--- config.mk ---
export PLATFORM = sky130hd
export DESIGN_NAME = i2s2_adc_rx
export DESIGN_NICKNAME = d
export VERILOG_FILES = /design/src/rtl/i2s2_adc_rx.sv
export SDC_FILE = /design/constraint.sdc
export NUM_CORES = 1
export LEC_CHECK = 0
export ABC_AREA = 1
export BUFFER_PORTS_ARGS = -buffer_cell sky130_fd_sc_hd__buf_2
export CORE_MARGIN = 2
export CORE_UTILIZATION = 35
export DETAILED_ROUTE_END_ITERATION = 12
export GPL_ROUTABILITY_DRIVEN = 0
export SLEW_MARGIN = 10
export SYNTH_ARGS = -nofsm -noshare
export SYNTH_HDL_FRONTEND = slang
export SYNTH_SLANG_ARGS = --single-unit
--- constraint.sdc ---
create_clock -name clk -period 1.5 [get_ports clk]
set_clock_uncertainty 0.2 [all_clocks]
set_input_delay 0.15 -clock clk [delete_from_list [all_inputs] [get_ports clk]]
set_output_delay 0.15 -clock clk [all_outputs]
set_load 0.1 [all_outputs]
--- src/rtl/i2s2_adc_rx.sv ---
// I2S line-in receiver for the PmodI2S2 ADC (CS5343 in slave mode).
// Divides the 98.304 MHz audio clock into MCLK/SCLK/LRCK for a 48 kHz,
// 64-SCLK-per-frame stream and deserializes SDOUT into left/right words.
module i2s2_adc_rx #(
  parameter int DATA_W = 24
) (
  input  logic              clk,
  input  logic              rst_n,
  input  logic              en,
  input  logic              adc_sdout,
  output logic              mclk_o,
  output logic              sclk_o,
  output logic              lrck_o,
  output logic [DATA_W-1:0] left_o,
  output logic [DATA_W-1:0] right_o,
  output logic              valid_o
);
  // Slot index of the LSB within a half frame (slot 0 is the I2S delay bit).
  localparam logic [4:0] LAST_B = 5'(DATA_W);

  logic [10:0]       r_cnt;
  logic              r_sd;
  logic [DATA_W-2:0] r_shift;
  logic [DATA_W-1:0] r_hold;
  logic [DATA_W-1:0] r_left;
  logic [DATA_W-1:0] r_right;
  logic              r_left_ok;
  logic              r_valid;

  logic              w_inst;
  logic              w_ch;
  logic [4:0]        w_b;
  logic [DATA_W-1:0] w_word;

  // Sample instant is the first clk with SCLK high, 16 clks after the ADC
  // launched the bit on the SCLK falling edge.
  assign w_inst = (r_cnt[4:0] == 5'd16);
  assign w_ch   = r_cnt[10];
  assign w_b    = r_cnt[9:5];
  // Word as it stands once the current bit is shifted in.
  assign w_word = {r_shift, r_sd};

  // Serial clocks come straight from counter flops, so no decode glitches.
  assign mclk_o  = r_cnt[1];
  assign sclk_o  = r_cnt[4];
  assign lrck_o  = r_cnt[10];
  assign left_o  = r_left;
  assign right_o = r_right;
  assign valid_o = r_valid;

  // Free-running frame counter; en low parks it at the start of a frame.
  always_ff @(posedge clk or negedge rst_n) begin
    if (!rst_n)   r_cnt <= '0;
    else if (!en) r_cnt <= '0;
    else          r_cnt <= r_cnt + 11'd1;
  end

  // Single retiming flop on the asynchronous ADC data line.
  always_ff @(posedge clk or negedge rst_n) begin
    if (!rst_n) r_sd <= 1'b0;
    else        r_sd <= adc_sdout;
  end

  // Deserializer: shift data slots, hold left word, publish the pair at the
  // end of the right word. r_left_ok gates out frames whose left slot was lost.
  always_ff @(posedge clk or negedge rst_n) begin
    if (!rst_n) begin
      r_shift   <= '0;
      r_hold    <= '0;
      r_left    <= '0;
      r_right   <= '0;
      r_left_ok <= 1'b0;
      r_valid   <= 1'b0;
    end else if (!en) begin
      r_shift   <= '0;
      r_left_ok <= 1'b0;
      r_valid   <= 1'b0;
    end else begin
      r_valid <= 1'b0;
      if (w_inst) begin
        if (w_b == 5'd0)         r_shift <= '0;
        else if (w_b <= LAST_B)  r_shift <= w_word[DATA_W-2:0];
        if (w_b == LAST_B) begin
          if (!w_ch) begin
            r_hold    <= w_word;
            r_left_ok <= 1'b1;
          end else begin
            r_left_ok <= 1'b0;
            if (r_left_ok) begin
              r_left  <= r_hold;
              r_right <= w_word;
              r_valid <= 1'b1;
            end
          end
        end
      end
    end
  end

endmodule

Word-level counts from Yosys, hierarchy flattened
Index checks and enable logic that the tools add are counted.
{"block": "op_classes", "n_lt_le_gt_ge": 1, "n_bitwise": 1, "n_mux": 14, "n_reduce_logical": 5, "add_sub_neg": 1, "n_eq_ne": 5}
{"op": "$mux 23", "n": 4}
{"op": "$add 11x1->11 const B", "n": 1}
{"op": "$mux 11", "n": 1}
{"op": "$eq 5x5->1 const B", "n": 2}
{"op": "$mux 1", "n": 9}
{"op": "$le 5x5->1 const B", "n": 1}
{"op": "$logic_not 5->1", "n": 1}
{"op": "$reduce_and 5->1", "n": 1}
{"op": "$ne 2x1->1 const B", "n": 2}
{"op": "$reduce_and 2->1", "n": 2}
{"op": "$reduce_and 4->1", "n": 1}
{"op": "$ne 3x1->1 const B", "n": 1}
{"op": "$not 1->1", "n": 1}
{"block": "word_totals", "in_bits": 4, "ff_bits": 109, "wordCells": 35}

Logic depth before layout (Yosys ltp)
Gate-level depths: netlist of the first run.
{"block": "logic_depth", "word_depth": 5, "mapped_depth": 11, "mapped_depth_nobuf": 10}

Least setup slack after synthesis of the first run
Ideal clock, no wire load.
{"block": "synth_path", "path_type": "reg2reg", "startpoint": "register r_cnt[1]", "endpoint": "register r_left[10], in the netlist left_o[10]", "required_ns": 1.233, "path_stages_with_launch": 12, "period_less_slack_ns": 2.335, "slack_ns": -0.835, "arrival_time_ns": 2.068, "n_path_buf": 2, "path_cell_list": "dfrtp_1 > inv_1 > ha_1 > nand2_1 > clkinv_1 > nand2_1 > inv_2 > nand3_1 > buf_4 > buf_6 > nand2_1 > nand2_1"}
{"block": "synth_via", "elab_chain_cells": 2}
{"item": "start, declared", "line": "21", "source": "logic [10:0] r_cnt;"}
{"item": "start signal, assigned", "line": "55", "source": "else r_cnt <= r_cnt + 11'd1;"}
{"item": "$eq 5x5->1", "line": "37", "source": "assign w_inst = (r_cnt[4:0] == 5'd16);"}
{"item": "$reduce_and 5->1 (no line)"}
{"item": "end signal, assigned", "line": "90", "source": "r_left <= r_hold;"}
{"item": "end, declared", "line": "25", "source": "logic [DATA_W-1:0] r_left;"}
No other way between the ends.
A chain may end at the register's enable or synchronous reset.

Final worst setup path of the first run
{"block": "layout_path", "startpoint": "register r_cnt[1]", "endpoint": "register r_hold[10]"}
{"block": "layout_via", "elab_chain_cells": 2}
{"item": "$eq 5x5->1", "line": "37"}
{"item": "$reduce_and 4->1 (no line)"}
{"item": "end signal, assigned", "line": "85", "source": "r_hold <= w_word;"}
{"item": "end, declared", "line": "24", "source": "logic [DATA_W-1:0] r_hold;"}
No other way between the ends.

==> impl_metrics.csv, run 1 <==
group,metric,value,unit
worst_hold_path,holdPathStages,4,
timing,rsz0062_at_grt,"yes",
synthesis,yosysUniqueCellTypes,23,
drt,vias,3915,
power_and_ir_drop,p_leak,3.24,nW
layout,postLayoutCellArea,6200,sq um
cts,clock-sinks,109,
global_routing,track_usage,16.9,%
setup_path,required,1540,ps
drt,drtIter0Drc,297,
timing,worstMarginPinSlew,486,ps
floorplan,ioPinCount,56,
placed_design,dp_hpwl,7150,um
layout,num_antenna_cells,0,
layout,n_fill_cell,1284,
global_routing,grt_overflow,0,
timing,min_period_over_period,114,%
power_and_ir_drop,power_frac_seq,54.4,%
setup_path,crit_type,"flop to flop",
cts,numCtsBuffers,9,
global_routing,antenna_found_initial,0,
setup_path,cp-end-kind,"flop",
global_routing,grt_max_degree,67,
synthesis,synth_cells,564,
synthesis,syn_avg_cell_area,8.42,sq um
power_and_ir_drop,pwr-share-clk,41.4,%
placed_design,dp_cells,792,
drt,drc_errors,0,
power_and_ir_drop,power_frac_comb,4.1,%
cts,clockBufferDepth,2,
cts,htree_levels,3,
synthesis,ys_top_cells_by_area,"dfrtp_1 (57%), nand2_1 (19%), nand4_1 (6.3%), nand3_1 (3.4%), nor2_1 (3.2%)",
power_and_ir_drop,cellPowerDensity,875,nW/um^2
timing,setup_violations,98,
run_status,outcome,"finished with violations",
layout,drive_gt1_share,21.4,%
power_and_ir_drop,power.internal,4.20,mW
timing,hold_viol,0,
power_and_ir_drop,power.total,5.42,mW
layout,layout.nets,641,
job,max_cap_violations,0,
cts,clk_pin_slew,70,ps
drt,postRouteWirelength,11300,um
drt,avgRoutedWirePerCell,13.9,um
global_routing,grt_pass1_vias,3769,
timing,relSlewSlack,67.8,%
cts,clkLatencyLatePin,350,ps
setup_path,startpoint_type,"flop",
floorplan,die_area,14500,sq um
timing,period_minus_slack,1700,ps
cts,cts_tree,"yes",
synthesis,seq_area_frac_synth,57.4,%
floorplan,core_area,13200,sq um
setup_path,arrival,1750,ps
worst_hold_path,hold_path_class,"input port to flop",
drt,via_per_inst,4.80,
layout,area_delta_synth_final,30.4,%
synthesis,synthArstFlopShare,100,%
layout,final_cells,816,
floorplan,initial_core_util,35.9,%
placed_design,dpl_cell_area,5600,sq um
timing,setup_slack,-203,ps
synthesis,synth_edf_count,0,
setup_path,path_max_fanout,6,
floorplan,die_h,121,um
synthesis,ys_ff_latch,109,
floorplan,dieWidth,121,um
placed_design,port_buffers,55,
global_routing,grt_pass1_wl,19300,um
synthesis,synth_nets,570,
synthesis,synth_top_area_cell,"dfrtp_1",
synthesis,ys_warn_count,0,
cts,clockRootBuffer,"clkbuf_16",
drt,ant_nets,0,
power_and_ir_drop,peakVddDrop,0.518,mV
run_status,violations,"setup timing",
timing,slew_viol_final,0,
timing,max_freq,0.587,GHz
floorplan,rows,42,
power_and_ir_drop,switching_share,22.6,%
synthesis,yosys.area.top_type_share,57.4,%
drt,dr.pass1.iters,4,
synthesis,synth_top_flop_cell,"dfrtp_1",
synthesis,synth.most_common_cell,"nand2_1",
setup_path,r2r_cells,10,
synthesis,ys_top_cells_by_count,"nand2_1 (242), dfrtp_1 (109), nand4_1 (48), nor2_1 (41), inv_1 (36)",
power_and_ir_drop,switchingPower,1.22,mW
synthesis,syn_area,4750,sq um
per-layer routing:
metal	routed length, um	vias to the layer above	track usage, %
met1	5380	1880	24.2
met3	599	9	4.25
met2	5160	89	24.7
met5	0	-	0
li1	-	1937	-
met4	164	0	6.03
layout by cell type (no fill, tap or decap), types with 3 or more instances in the layout:
cell / count
dfrtp_1: 106
clkbuf_4: 30
nand2_2: 4
nor2_4: 5
buf_12: 21
nand2_4: 4
nand4_1: 48
dlygate4sd3_1: 5
nor2_1: 36
buf_2: 5
nand3_2: 3
clkbuf_16: 9
inv_1: 34
a21oi_1: 4
buf_4: 30
nand3_1: 28
clkinv_2: 3
nand2_1: 236
nor2_2: 3
registers in the layout, summed over array words and instances, names as in the netlist:
signal,count
right_o,24
r_hold,24
left_o,24
valid_o,1
r_left_ok,1
r_shift,23
r_cnt,11
r_sd,1
per-stage QoR:
stage          setup TNS (ps)  worst slack, ps  hold WS (ps)  util [%]
5_1_grt                -23790             -278          70.5      46.8
3_5_place_dp           -13890             -183          -229      42.3
3_3_place_gp           -12290             -167          -231      42.3
4_1_cts                -14780             -204          34.3      45.6
6_report               -14310             -203          57.9      46.8
2_1_floorplan          -30010             -367          -346         -
critical path: stages (launching register included):
cell and delay, ps:
dfrtp_4 480, inv_2 70, ha_4 110, nand2_2 50
clkinv_2 50, nand3_2 90, nor2_4 170, buf_12 160
nand2_4 100, nand2_1 80, nand2_1 50
cell type report:
cell class,instances,area (sq um),share of cell area (%)
inverters,38,149,2.40
clock buffers,11,243,3.92
well taps,176,220,3.55
multi-input cells,384,1840,29.8
flip-flops and latches,109,2740,44.2
clock inverters,5,35.0,0.565
repair buffers,93,968,15.6
logic make-up after synthesis:
group | count (synthesis) | share of synthesized area [%]
buffers and inverters | 73 | 7.66
and+or+nand+nor | 371 | 33.3
DFF | 109 | 57.4
xor gates and xnor gates | 1 | 0.184
adders and majority gates | 2 | 0.527
AOI/OAI and AO/OA | 8 | 0.869
worst paths after layout:
path,to,from,slack [ps]
max in group asynchronous,r_cnt[9]$_DFF_PN0_,rst_n,450
hold reg to reg,left_o[11]$_DFFE_PN0P_,left_o[11]$_DFFE_PN0P_,270
hold / removal,r_cnt[1]$_DFF_PN0_,en,60
min in group asynchronous,r_shift[16]$_DFFE_PN0P_,rst_n,140
setup reg to reg,r_hold[10]$_DFFE_PN0P_,r_cnt[1]$_DFF_PN0_,-200
setup / recovery,r_hold[10]$_DFFE_PN0P_,r_cnt[1]$_DFF_PN0_,-200
power groups by stage:
| stage | combinational (mW) | clock (mW) | sequential [mW] |
|---|---|---|---|
| 3_3_place_gp | 0.208 | 0 | 3.01 |
| 4_1_cts | 0.226 | 2.32 | 2.95 |
| 6_report | 0.225 | 2.25 | 2.95 |
| 5_1_grt | 0.251 | 2.46 | 2.95 |
| 3_5_place_dp | 0.212 | 0 | 3.01 |
| 2_1_floorplan | 0.0564 | 0 | 3.04 |
timing repair:
item,4_1_cts,5_1_grt
setup buffers,1,1
hold endpoints to repair,111,0
gates resized for setup,22,45
endpoints found under the setup margin,112,134
gates cloned,1,1
hold buffers,5,0
pin swaps,0,3
Power figures use the tool's default switching activity.
==> run 2, diff against run 1 <==
--- a/config.mk
+++ b/config.mk
@@ -5,7 +5,6 @@
 export SDC_FILE = /design/constraint.sdc
 export NUM_CORES = 1
 export LEC_CHECK = 0
-export ABC_AREA = 1
 export BUFFER_PORTS_ARGS = -buffer_cell sky130_fd_sc_hd__buf_2
 export CORE_MARGIN = 2
 export CORE_UTILIZATION = 35
==> constraint.sdc (replaced) <==
create_clock -name clk -period 2.04 [get_ports clk]
set_clock_uncertainty 0.2 [all_clocks]
set_input_delay 0.204 -clock clk [delete_from_list [all_inputs] [get_ports clk]]
set_output_delay 0.204 -clock clk [all_outputs]
set_load 0.1 [all_outputs]
==> run 2 against run 1 <==
  * Wire length down 20%
  * Synthesized area down 6.6%
  * Cell count down 30%
  * Largest cell class unchanged
  * The flow still finishes with violations (setup timing)
  * Clock-buffer cell count down 1
  * Highest routed layer unchanged
  * Non-clock buffer count down 12
  * Sequential cell count unchanged
==> impl_metrics.csv, run 2 <==
group,metric,value,unit
run_status,outcome,"finished with violations",
run_status,violations,"setup timing",
timing,period_minus_slack,2050,ps
placed_design,dp_hpwl,5800,um
floorplan,dieWidth,117,um
cts,clock-sinks,109,
synthesis,synth.most_common_cell,"dfrtp_1",
synthesis,synth_fa_ha_area_share,0.564,%
worst_hold_path,holdPathStages,3,
drt,vias,2779,
timing,fin_hold_ws,61.0,ps
synthesis,synth_top_flop_cell,"dfrtp_1",
job,max_cap_violations,0,
synthesis,post_synth_and_or_nand_nor_area_fraction,6.34,%
synthesis,yosysUniqueCellTypes,33,
drt,drtIter0Drc,167,
timing,hold_viol,0,
placed_design,port_buffers,55,
layout,num_antenna_cells,0,
setup_path,critPathSlowestCell,"or3_4",
setup_path,path_max_fanout,11,
layout,final_cells,573,
setup_path,cp_top_family,"simple AND/OR/NAND/NOR gates",
synthesis,ys_ff_latch,109,
setup_path,required,2070,ps
setup_path,cp-end-kind,"flop",
placed_design,dp_cells,552,
cts,numCtsBuffers,9,
placed_design,dpl_cell_area,5160,sq um
drt,ant_nets,0,
synthesis,ys_top_cells_by_area,"dfrtp_1 (61%), mux2_2 (19%), mux2_1 (5.1%), a21oi_1 (3.2%), nand2_1 (2.2%)",
layout,layout.nets,402,
synthesis,synth_top_family_by_area,"multiplexers",
timing,setup_slack,-14.0,ps
floorplan,rows,41,
layout,postLayoutCellArea,5570,sq um
layout,n_fill_cell,1179,
drt,postRouteWirelength,9010,um
cts,clockRootBuffer,"clkbuf_16",
synthesis,synth_top_area_cell,"dfrtp_1",
power_and_ir_drop,p_leak,2.78,nW
global_routing,grt_pass1_vias,2780,
global_routing,grt_max_degree,51,
cts,clk_pin_slew,70,ps
synthesis,syn_avg_cell_area,13.9,sq um
timing,setup_violations,7,
synthesis,synth_xor_area_share,0.592,%
cts,clkLatencyLatePin,350,ps
synthesis,synth_cells,320,
layout,layout_common_cells,"dfrtp_1 (106), mux2_2 (70), buf_2 (54), a21oi_1 (28), nand2_1 (26)",
drt,via_per_inst,4.85,
synthesis,ys_warn_count,0,
synthesis,synthArstFlopShare,100,%
global_routing,grt_pass1_wl,14200,um
timing,rsz0062_at_grt,"yes",
timing,max_freq,0.487,GHz
floorplan,ioPinCount,56,
synthesis,syn_area,4440,sq um
setup_path,path_cells,"or3_4, nor4_4, buf_6, mux2_4",
timing,slew_viol_final,0,
drt,drc_errors,0,
setup_path,r2r_cells,4,
timing,relSlewSlack,66.9,%
layout,final_common_cell,"dfrtp_1",
floorplan,initial_core_util,35.5,%
worst_hold_path,hold_path_class,"input port to flop",
synthesis,synth_edf_count,0,
timing,worstMarginPinSlew,500,ps
layout,area_delta_synth_final,25.4,%
floorplan,core_area,12500,sq um
global_routing,grt_overflow,0,
floorplan,die_area,13600,sq um
setup_path,cp_num_buf_inv,1,
setup_path,arrival,2090,ps
timing,min_period_over_period,101,%
synthesis,synth_compound_area_share,4.68,%
power_and_ir_drop,cellPowerDensity,733,nW/um^2
global_routing,track_usage,13.7,%
synthesis,synth_nets,326,
power_and_ir_drop,peakVddDrop,0.338,mV
setup_path,crit_type,"flop to flop",
drt,avgRoutedWirePerCell,15.7,um
layout,drive_gt1_share,49.9,%
cts,cts_tree,"yes",
synthesis,synthMuxAreaShare,24.1,%
setup_path,startpoint_type,"flop",
global_routing,antenna_found_initial,0,
setup_path,slowest_delay,410,ps
drt,dr.pass1.iters,4,
synthesis,ys_top_cells_by_count,"dfrtp_1 (109), mux2_2 (75), a21oi_1 (28), nand2_1 (26), mux2_1 (20)",
setup_path,crit_cells,4,
power_and_ir_drop,power.total,4.08,mW
synthesis,yosys.area.top_type_share,61.5,%
cts,htree_levels,3,
cts,clockBufferDepth,2,
synthesis,seq_area_frac_synth,61.5,%
floorplan,die_h,117,um
run 2: final timing paths:
kind / start / end / slack [ps]
setup / recovery: r_cnt[5]$_DFF_PN0_ / r_hold[18]$_DFFE_PN0P_ / -10
hold / removal: en / r_cnt[10]$_DFF_PN0_ / 60
setup reg to reg: r_cnt[5]$_DFF_PN0_ / r_hold[18]$_DFFE_PN0P_ / -10
hold reg to reg: left_o[16]$_DFFE_PN0P_ / left_o[16]$_DFFE_PN0P_ / 300
max in group asynchronous: rst_n / r_cnt[1]$_DFF_PN0_ / 970
min in group asynchronous: rst_n / r_hold[10]$_DFFE_PN0P_ / 80
run 2: cell families after synthesis:
kind of cell,after synthesis
compound gates,37
xor+xnor,3
fa+ha+maj,2
buf+inv,21
flops,109
mux,95
simple gates,53
run 2: what timing repair did:
action	CTS	global route
gates cloned	0	2
pin swaps	0	3
buffers inserted	0	1
resized for setup	3	7
setup endpoints to repair	14	72
hold buffers	2	0
hold endpoints to repair	110	0
run 2: through the flow:
| stage | utilization [%] | TNS, ps | worst slack, ps |
|---|---|---|---|
| 2_1_floorplan | - | -9710 | -173 |
| 3_3_place_gp | 41.2 | -52.9 | -5.42 |
| 3_5_place_dp | 41.2 | -215 | -27.0 |
| 4_1_cts | 43.9 | -7.93 | -7.93 |
| 5_1_grt | 44.5 | -1250 | -69.5 |
| 6_report | 44.5 | -35.4 | -14.0 |
run 2: layout make-up:
cell class | instances | area [sq um] | area share, %
clock buffers | 10 | 229 | 4.11
well taps | 172 | 215 | 3.87
multi-input cells | 190 | 1760 | 31.6
flip-flops and latches | 109 | 2730 | 49.1
inverters | 5 | 18.8 | 0.337
repair buffers | 81 | 539 | 9.69
clock inverters | 6 | 72.6 | 1.30
run 2: power by group:
part | total (mW) | switching [mW] | internal [mW]
Combinational | 0.139 | 0.0964 | 0.0428
Sequential | 2.17 | 0.00615 | 2.17
Clock | 1.77 | 0.806 | 0.964
Total | 4.08 | 0.908 | 3.17
run 2: tightest hold or removal path, stage by stage:
cell      delay, ps
buf_2           130
nand2b_1        150
o41ai_1          80
run 2: per-layer routing:
layer | global-route usage (%) | vias up | wire [um]
met5 | 0 | - | 0
li1 | - | 1286 | -
met4 | 5.18 | 0 | 148
met3 | 3.32 | 9 | 287
met2 | 21.9 | 47 | 4360
met1 | 18.3 | 1437 | 4210
==> run 3, diff against run 2 <==
--- a/config.mk
+++ b/config.mk
@@ -10,6 +10,7 @@
 export CORE_UTILIZATION = 35
 export DETAILED_ROUTE_END_ITERATION = 12
 export GPL_ROUTABILITY_DRIVEN = 0
+export SETUP_SLACK_MARGIN = 0.05
 export SLEW_MARGIN = 10
 export SYNTH_ARGS = -nofsm -noshare
 export SYNTH_HDL_FRONTEND = slang
==> run 3 against run 2 <==
  * The flow now finishes without violations
  * Clock power is essentially flat
  * Via count grew 2.2%
  * Worst setup slack gained 43 ps
  * Power grew 0.29%
  * Wire length grew 6.4%
  * Core utilization grew 2.4 points
==> impl_metrics.csv, run 3 (synthesis gave the netlist of run 2 again) <==
group,metric,value,unit
run_status,outcome,"finished, final reports clean",
cts,clockRootBuffer,"clkbuf_16",
floorplan,core_area,12500,sq um
floorplan,rows,41,
global_routing,grt_overflow,0,
cts,numCtsBuffers,9,
global_routing,grt_pass1_vias,2850,
drt,wl_met3,282,um
setup_path,slowest_delay,410,ps
power_and_ir_drop,cellPowerDensity,697,nW/um^2
global_routing,track_usage,14.3,%
setup_path,critPathSlowestCell,"or3_4",
setup_path,startpoint_type,"flop",
global_routing,grt_pass1_wl,14800,um
timing,min_period_over_period,98.6,%
timing,hold_viol,0,
global_routing,antenna_found_initial,0,
setup_path,arrival,2040,ps
drt,drtIter0Drc,140,
setup_path,cp_num_buf_inv,2,
setup_path,required,2070,ps
floorplan,die_h,117,um
drt,vias,2839,
layout,n_fill_cell,1148,
layout,final-seq-area,2730,sq um
setup_path,path_max_fanout,8,
layout,layout_common_cells,"dfrtp_1 (106), buf_2 (54), mux2_4 (48), mux2_2 (47), a21oi_1 (28)",
cts,cts_tree,"yes",
power_and_ir_drop,peakVddDrop,0.339,mV
layout,drive_gt1_share,51.3,%
job,max_cap_violations,0,
drt,drc_errors,0,
cts,clkLatencyLatePin,350,ps
setup_path,reg2reg_slack,30,ps
layout,multi_input_area,1860,sq um
cts,clockBufferDepth,2,
placed_design,dp_hpwl,5800,um
timing,slew_viol_final,0,
drt,avgRoutedWirePerCell,16.4,um
timing,rsz0062_at_grt,"yes",
drt,via_per_inst,4.87,
layout,area_delta_synth_final,32.3,%
layout,final_common_cell,"dfrtp_1",
placed_design,port_buffers,55,
drt,met1_length,4430,um
floorplan,initial_core_util,35.5,%
timing,worstMarginPinSlew,500,ps
timing,relSlewSlack,66.9,%
floorplan,ioPinCount,56,
drt,postRouteWirelength,9580,um
drt,wl_met2,4720,um
timing,max_freq,0.497,GHz
cts,clk_pin_slew,70,ps
drt,routed.top_layer,"met4",
layout,layout.nets,412,
drt,ant_nets,0,
worst_hold_path,hold_path_class,"input port to flop",
floorplan,die_area,13600,sq um
setup_path,path_cells,"or3_4, nor4_4, buf_6, buf_12, mux2_4",
global_routing,grt_max_degree,51,
timing,period_minus_slack,2010,ps
setup_path,cp-end-kind,"flop",
layout,num_antenna_cells,0,
cts,clock-sinks,109,
power_and_ir_drop,power.total,4.09,mW
layout,utilization,46.9,%
floorplan,dieWidth,117,um
setup_path,crit_type,"flop to flop",
power_and_ir_drop,p_leak,2.93,nW
drt,dr.pass1.iters,4,
cts,htree_levels,3,
setup_path,cp_top_family,"simple AND/OR/NAND/NOR gates",
timing,setup_violations,0,
## run 3: path summary, 6_finish.rpt
path,start,end,depth (start not counted)
min,en,r_cnt[10]$_DFF_PN0_,3
max in group asynchronous,rst_n,r_cnt[1]$_DFF_PN0_,3
min reg2reg,left_o[16]$_DFFE_PN0P_,left_o[16]$_DFFE_PN0P_,1
min in group asynchronous,rst_n,r_hold[10]$_DFFE_PN0P_,2
max,r_cnt[7]$_DFF_PN0_,r_hold[5]$_DFFE_PN0P_,5
max reg2reg,r_cnt[7]$_DFF_PN0_,r_hold[5]$_DFFE_PN0P_,5
## run 3: worst reg2reg max path: stages, from the launching register on
cell and delay [ps]:
dfrtp_1 380, or3_4 410, nor4_4 280, buf_6 170, buf_12 140, mux2_4 310
## run 3: stage by stage
| step | hold WS [ps] | setup slack [ps] | TNS (ps) | std cells | area, sq um |
|---|---|---|---|---|---|
| floorplan | -292 | -173 | -9710 | 320 | 4590 |
| global placement | -88.0 | -5.42 | -52.9 | 552 | 5160 |
| detailed placement | -88.7 | -27.0 | -215 | 552 | 5160 |
| CTS | 48.2 | -24.6 | -343 | 573 | 5620 |
| global route | 83.6 | -34.1 | -1130 | 583 | 5870 |
| finish | 69.6 | 29.0 | 0 | 583 | 5870 |
## run 3: power by group
part	internal, mW	switching [mW]	total [mW]
combinational	0.0505	0.104	0.154
sequential	2.17	0.00613	2.17
clock	0.964	0.803	1.77
total	3.18	0.912	4.09
## run 3: what timing repair did
action / 4_1_cts / 5_1_grt
gates cloned: 1 / 9
pin swaps: 3 / 5
hold buffers: 2 / 0
resized for setup: 30 / 27
endpoints found under the hold margin: 110 / 0
setup endpoints to repair: 72 / 95
setup buffers: 2 / 1
## run 3: final cells by class
cell class / instances / share of cell area (%)
Timing Repair Buffer: 91 / 12.6
Tap cell: 172 / 3.67
Clock inverter: 6 / 1.24
Multi-Input combinational cell: 190 / 31.7
Clock buffer: 10 / 3.90
Inverter: 5 / 0.320
Sequential cell: 109 / 46.6
## run 3: layer usage
layer	track usage [%]	vias to the layer above
li1	-	1310
met4	5.18	0
met3	3.32	9
met5	0	-
met2	22.9	43
met1	19.0	1477
